## src/rtl/kernel_sysid_pkg.sv

```systemverilog
// Shared constants for the boot-time system-ID checker: FSM encoding, sysid
// register map, default build-time expectations and watchdog counter width.
package kernel_sysid_pkg;

    typedef logic [1:0] state_t;

    localparam state_t StIdle   = 2'd0;
    localparam state_t StRdId   = 2'd1;
    localparam state_t StRdTs   = 2'd2;
    localparam state_t StFinish = 2'd3;

    localparam logic SYSID_ADDR_ID = 1'b0;
    localparam logic SYSID_ADDR_TS = 1'b1;

    localparam logic [31:0] DEFAULT_EXPECTED_ID = 32'h0FFF_FFFF;
    localparam logic [31:0] DEFAULT_EXPECTED_TS = 32'h5B7E_C4CA;

    localparam int unsigned WDT_WIDTH = 16;

endpackage

```

## src/rtl/kernel_sysid_wdt.sv

```systemverilog
// Per-read stall watchdog: clear on entry to a read, count stalled cycles,
// saturate at the limit and flag it.
module kernel_sysid_wdt
    import kernel_sysid_pkg::*;
#(
    parameter int unsigned TIMEOUT_CYCLES = 255
) (
    input  logic clock,
    input  logic reset_n,
    input  logic clear,
    input  logic inc,
    output logic expired
);

    localparam logic [WDT_WIDTH-1:0] Limit = WDT_WIDTH'(TIMEOUT_CYCLES);

    logic [WDT_WIDTH-1:0] count_q, count_d;

    always_comb begin
        count_d = count_q;
        if (clear) begin
            count_d = '0;
        end else if (inc && (count_q != Limit)) begin
            count_d = count_q + WDT_WIDTH'(1);
        end
    end

    always_ff @(posedge clock or negedge reset_n) begin
        if (!reset_n) begin
            count_q <= '0;
        end else begin
            count_q <= count_d;
        end
    end

    assign expired = (count_q == Limit);

endmodule

```

## config.mk

```make
export PLATFORM = sky130hd
export DESIGN_NAME = kernel_sysid_wdt
export DESIGN_NICKNAME = d
export VERILOG_FILES = /design/src/rtl/kernel_sysid_pkg.sv /design/src/rtl/kernel_sysid_wdt.sv
export SDC_FILE = /design/constraint.sdc
export NUM_CORES = 1
export LEC_CHECK = 0
export CAP_MARGIN = 10
export CORE_MARGIN = 1.5
export CORE_UTILIZATION = 40
export DETAILED_ROUTE_END_ITERATION = 10
export SLEW_MARGIN = 20
export SYNTH_ARGS = -nofsm -noshare
export SYNTH_HDL_FRONTEND = slang
export SYNTH_SLANG_ARGS = --single-unit
```

## constraint.sdc

```tcl
create_clock -name clock -period 2.2 [get_ports clock]
set_input_delay 0.33 -clock clock [delete_from_list [all_inputs] [get_ports clock]]
set_output_delay 0.33 -clock clock [all_outputs]
set_load 0.02 [all_outputs]
```

==> results.yml, run 1 <==
status:
  status: "finished clean"
global_routing:
  track_usage: 0.1830
  grt_overflow: 0
  grt_pass1_wl_mm: 3.463
  grt_pass1_vias: 737
  antenna_found_initial: 0
  grt_max_degree: 17
cts:
  htree_levels: 1
  path_clk_slew_ps: 100
  clock-sinks: 16
  clk_path_buf_depth: 2
  post-cts-setup-buffers: 0
  cts_inserted_buffers: 3
  cts_tree: "built"
  holdBufCountCts: 0
  clockRootBuffer: "clkbuf_4"
  clk_latency_ps: 300
yosys:
  synth_cells: 96
  ys_seq_area_frac: 0.4354
  yosys_register_bits: 16
  syn_area_per_cell_sq_um: 9.580
  synthDistinctLibCells: 33
  async_reset_ff_frac: 1.000
  synth_area_sq_um: 919.6
  yosys_warnings: 0
  synth_edf_count: 0
  synth-main-ff-cell: "dfrtp_1"
  syn-num-nets: 101
route:
  antenna_left: 0
  drc_errors: 0
  dr.first_iter.drc_count: 16
  dr.pass1.iters: 4
  viasPerCell: 5.645
  vias: 779
  wl_per_cell_um: 14.96
  wl_mm: 2.064
floorplanning:
  die_x_um: 50.95
  die_area_sq_um: 2596
  initial_core_util: 0.4198
  io_pins: 5
  fp-row-count: 17
  fp.coreArea_sq_um: 2191
  dieHeight_um: 50.95
critical_path:
  path_class: "flip-flop to output port"
  crit_path_end_kind: "output port"
  setup.worst_path.start_class: "flip-flop"
  arrival_ps: 1730
  cp_max_fo: 2
  crit_required_ps: 1870
pwr:
  peakVddDrop_mv: 0.4173
  power.total_mw: 0.5390
  p_leak_nw: 0.4591
  powerDensity_nw_per_um2: 507.4
timing:
  fmax_mhz: 485.4
  tns_ps: 0
  slew_violations: 0
  worstMarginPinSlew_ps: 761.9
  finClkSkew_ps: 7.071
  finalCritPeriodShare: 0.9365
  period_needed_ps: 2060
  setup_viol: 0
  holdWs_ps: 466.4
  slew_headroom: 0.4905
  setup_ws_ps: 139.8
  rsz0062_at_grt: "false"
  hold_violations: 0
placed_design:
  dp_hpwl_mm: 1.466
  dpl_cell_area_sq_um: 1031
  port_buffers: 4
  dpl_worst_slack_ps: 24.82
  dpl.cell_count: 134
  gp_congestion: 0.8377
cells_and_area:
  syn2layout_area_growth_pct: 15.51
  instances_no_fill: 138
  top_regs: "count_q: 16 flops"
  utilization: 0.4849
  regMostFlops: "count_q"
  layout_common_cells: "16 x dfrtp_1, 10 x a21oi_1, 10 x buf_4"
  final_common_cell: "dfrtp_1"
  final_nets: 116
  layout-drive-gt1-share: 0.1909
  fin_area_sq_um: 1062
  largest_reg_flops: 16
  n_antenna_cell: 0
job:
  drv_cap: 0
min_path:
  hold_path_class: "input port to async pin"
where the power goes:
group          internal [mW]  switching, mW
registers              0.297        0.00432
logic                 0.0142         0.0194
clock network          0.101          0.103
total                  0.413          0.126
layer usage:
metal  up-vias  GRT usage  routed length, um
li1        384          -                  -
met1       372     0.2298                977
met2        19     0.2944                966
met3         4    0.05263                 91
met4         0    0.07207                 29
met5         -          0                  0
layout make-up:
cell class | count | area, sq um
inverter | 1 | 3.754
tap | 28 | 35.03
multi-input combinational | 75 | 476.7
sequential | 16 | 400.4
fill | 206 | 1129
timing repair buffer | 14 | 110.1
clock buffer | 4 | 36.28
timing repair:
item | in CTS | in global routing
gates cloned | 0 | 0
setup endpoints to repair | 1 | 1
resized for setup | 3 | 1
pin swaps | 0 | 1
logic make-up (layout without fill, tap and decap cells):
group                    Yosys count  after routing  share of synthesized area
flip-flops                        16             16                     0.4354
AO/OA/AOI/OAI                     19             19                     0.1116
buffers and inverters              5             19                    0.04625
XOR/XNOR                           4              4                    0.03810
AND/OR/NAND/NOR                   49             49                     0.3320
adder cells (fa/ha/maj)            1              1                    0.01360
multiplexers                       2              2                    0.02313
Yosys cell counts (2+ instances only):
library cell | instances | area share
nor2_1 | 8 | 0.033
nand3_1 | 4 | 0.022
nand2_1 | 5 | 0.020
buf_4 | 2 | 0.016
xor2_1 | 2 | 0.019
nor4_1 | 2 | 0.014
nor3_1 | 2 | 0.011
or4_1 | 4 | 0.033
nand2b_1 | 2 | 0.014
xnor2_1 | 2 | 0.019
o21ai_0 | 6 | 0.033
nor2b_1 | 2 | 0.014
and4_1 | 2 | 0.019
or3_1 | 5 | 0.034
o31ai_1 | 2 | 0.016
nand4_1 | 5 | 0.034
a21oi_1 | 10 | 0.054
dfrtp_1 | 16 | 0.44
worst paths after layout:
path	slack (ps)	cells after the start	end	start
setup / recovery	140	3	expired	count_q[14]
hold / removal	470	1	count_q[0]	reset_n
setup reg to reg	220	6	count_q[0]	count_q[0]
hold reg to reg	530	1	count_q[6]	count_q[6]
max in group asynchronous	1250	1	count_q[14]	reset_n
min in group clock	530	1	count_q[6]	count_q[6]
critical path, cell delays in order, from the launching register on:
cell,delay [ps]
dfrtp_1,380
or4_1,550
and4bb_1,330
buf_2,170
Note: power is estimated with default switching activity, not from simulation.
==> inputs of run 2 (changes only) <==
--- a/config.mk
+++ b/config.mk
@@ -6,9 +6,12 @@
 export NUM_CORES = 1
 export LEC_CHECK = 0
 export CAP_MARGIN = 10
+export CELL_PAD_IN_SITES_DETAIL_PLACEMENT = 0
+export CELL_PAD_IN_SITES_GLOBAL_PLACEMENT = 1
 export CORE_MARGIN = 1.5
 export CORE_UTILIZATION = 40
 export DETAILED_ROUTE_END_ITERATION = 10
+export PLACE_DENSITY_LB_ADDON = 0.1
 export SLEW_MARGIN = 20
 export SYNTH_ARGS = -nofsm -noshare
 export SYNTH_HDL_FRONTEND = slang
==> run 2 against run 1 <==
Against the previous run:
- power decreased by 1.3%
- count of clock-buffer cells in the layout unchanged
- critical path depth unchanged
- clock skew decreased by 2.1 ps
- final area increased by 1.4%
==> results.yml, run 2 (synthesized netlist as in run 1, its figures left out) <==
route:
  wl_mm: 1.978
  wl_per_cell_um: 14.13
  dr.pass1.iters: 4
  drc_errors: 0
  antenna_left: 0
  vias: 762
  viasPerCell: 5.443
  dr.first_iter.drc_count: 9
placed_design:
  dp_hpwl_mm: 1.480
  dpl.cell_count: 136
  gp_congestion: 0.7766
  dpl_cell_area_sq_um: 1046
  dpl_worst_slack_ps: 48.88
  port_buffers: 4
cts:
  path_clk_slew_ps: 100
  cts_tree: "built"
  clock-sinks: 16
  htree_levels: 1
  clk_latency_ps: 290
  clk_path_buf_depth: 2
  clockRootBuffer: "clkbuf_4"
  cts_inserted_buffers: 3
  post-cts-setup-buffers: 0
timing:
  finClkSkew_ps: 4.941
  rsz0062_at_grt: "false"
  worstMarginPinSlew_ps: 326.9
  slew_headroom: 0.7814
  fmax_mhz: 489.1
  setup_ws_ps: 155.4
  setup_viol: 0
  holdWs_ps: 355.9
  period_needed_ps: 2045
  slew_violations: 0
  tns_ps: 0
  hold_violations: 0
  finalCritPeriodShare: 0.9294
pwr:
  pwr-share-comb: 0.066
  powerDensity_nw_per_um2: 494.0
  switching_share: 0.2225
  p_leak_nw: 0.4684
  peakVddDrop_mv: 0.2772
  p_sw_mw: 0.1184
  p_int_mw: 0.4138
  pwr-share-clk: 0.368
  power_frac_seq: 0.566
global_routing:
  grt_pass1_wl_mm: 3.581
  grt_overflow: 0
  grt_max_degree: 17
  antenna_found_initial: 0
  grt_pass1_vias: 780
  track_usage: 0.1901
cells_and_area:
  largest_reg_flops: 16
  top_regs: "count_q: 16 flops"
  layout_common_cells: "16 x dfrtp_1, 12 x buf_4, 10 x a21oi_1"
  fin_area_sq_um: 1077
  regMostFlops: "count_q"
  final_nets: 118
  fillers: 211
  syn2layout_area_growth_pct: 17.14
  layout-drive-gt1-share: 0.2054
  n_antenna_cell: 0
  instances_no_fill: 140
  final_common_cell: "dfrtp_1"
critical_path:
  reg2reg_depth: 6
  cp_max_fo: 2
  setup.worst_path.start_class: "flip-flop"
  r2r_end: "count_q[0]"
  crit_required_ps: 1870
  crit_path_end_kind: "output port"
  path_class: "flip-flop to output port"
  arrival_ps: 1710
  rrSetupSlack_ps: 230
  regToRegStartpoint: "count_q[0]"
  critPathLaunch: "count_q[10]"
floorplanning:
  fp.coreArea_sq_um: 2191
  io_pins: 5
  fp-row-count: 17
  dieHeight_um: 50.95
  die_x_um: 50.95
  die_area_sq_um: 2596
  initial_core_util: 0.4198
min_path:
  hold_path_class: "input port to async pin"
job:
  drv_cap: 0
status:
  status: "finished clean"
## run 2: cell types whose count changed in the layout (fill, tap and decap cells not counted)
cell      delta
buf_2        -1
buf_4        +2
clkbuf_2     +1
## run 2: per-layer routing
layer  wire, um  GRT usage  vias up
met2        972     0.3139        6
met4         48    0.09459        0
li1           -          -      387
met5          0          0        -
met1        924     0.2369      364
met3         32    0.03509        5
## run 2: cell type report
| class | count | area, sq um | area share |
|---|---|---|---|
| flip-flops and latches | 16 | 400.4 | 0.3717 |
| repair buffers | 16 | 125.1 | 0.1161 |
| well taps | 28 | 35.03 | 0.03252 |
| clock buffers | 4 | 36.28 | 0.03368 |
| inverters | 1 | 3.754 | 0.003484 |
| multi-input cells | 75 | 476.7 | 0.4425 |
## run 2: per-stage QoR
stage / util / power, mW
after global routing: 0.4917 / 0.5619
after global placement: 0.4774 / 0.3418
after detailed placement: 0.4774 / 0.3427
after floorplan: - / 0.3261
final: 0.4917 / 0.5322
after CTS: 0.4940 / 0.5460
## run 2: critical path, stage by stage, from the launching register on
cell and delay, ps:
dfrtp_1 380, or4_1 550, and4bb_1 320, clkbuf_2 170
## run 2: power by group through the flow
stage	Combinational, mW	Sequential, mW	Clock, mW
2_1_floorplan	0.0197	0.306	0
3_3_place_gp	0.0349	0.307	0
3_5_place_dp	0.0356	0.307	0
4_1_cts	0.0359	0.301	0.209
5_1_grt	0.0400	0.302	0.220
6_report	0.0352	0.301	0.196
## run 2: timing repair
item | in CTS | in global routing
gates resized for setup | 2 | 1
hold buffers | 0 | 0
endpoints found under the setup margin | 1 | 1
## run 2: worst max path at each step
stage / to / slack [ps] / depth (start not counted)
floorplan: count_q[5] / 420 / 6
global placement: expired / 60 / 3
detailed placement: expired / 50 / 3
CTS: expired / 1 / 3
global route: expired / 70 / 3
finish: expired / 160 / 3
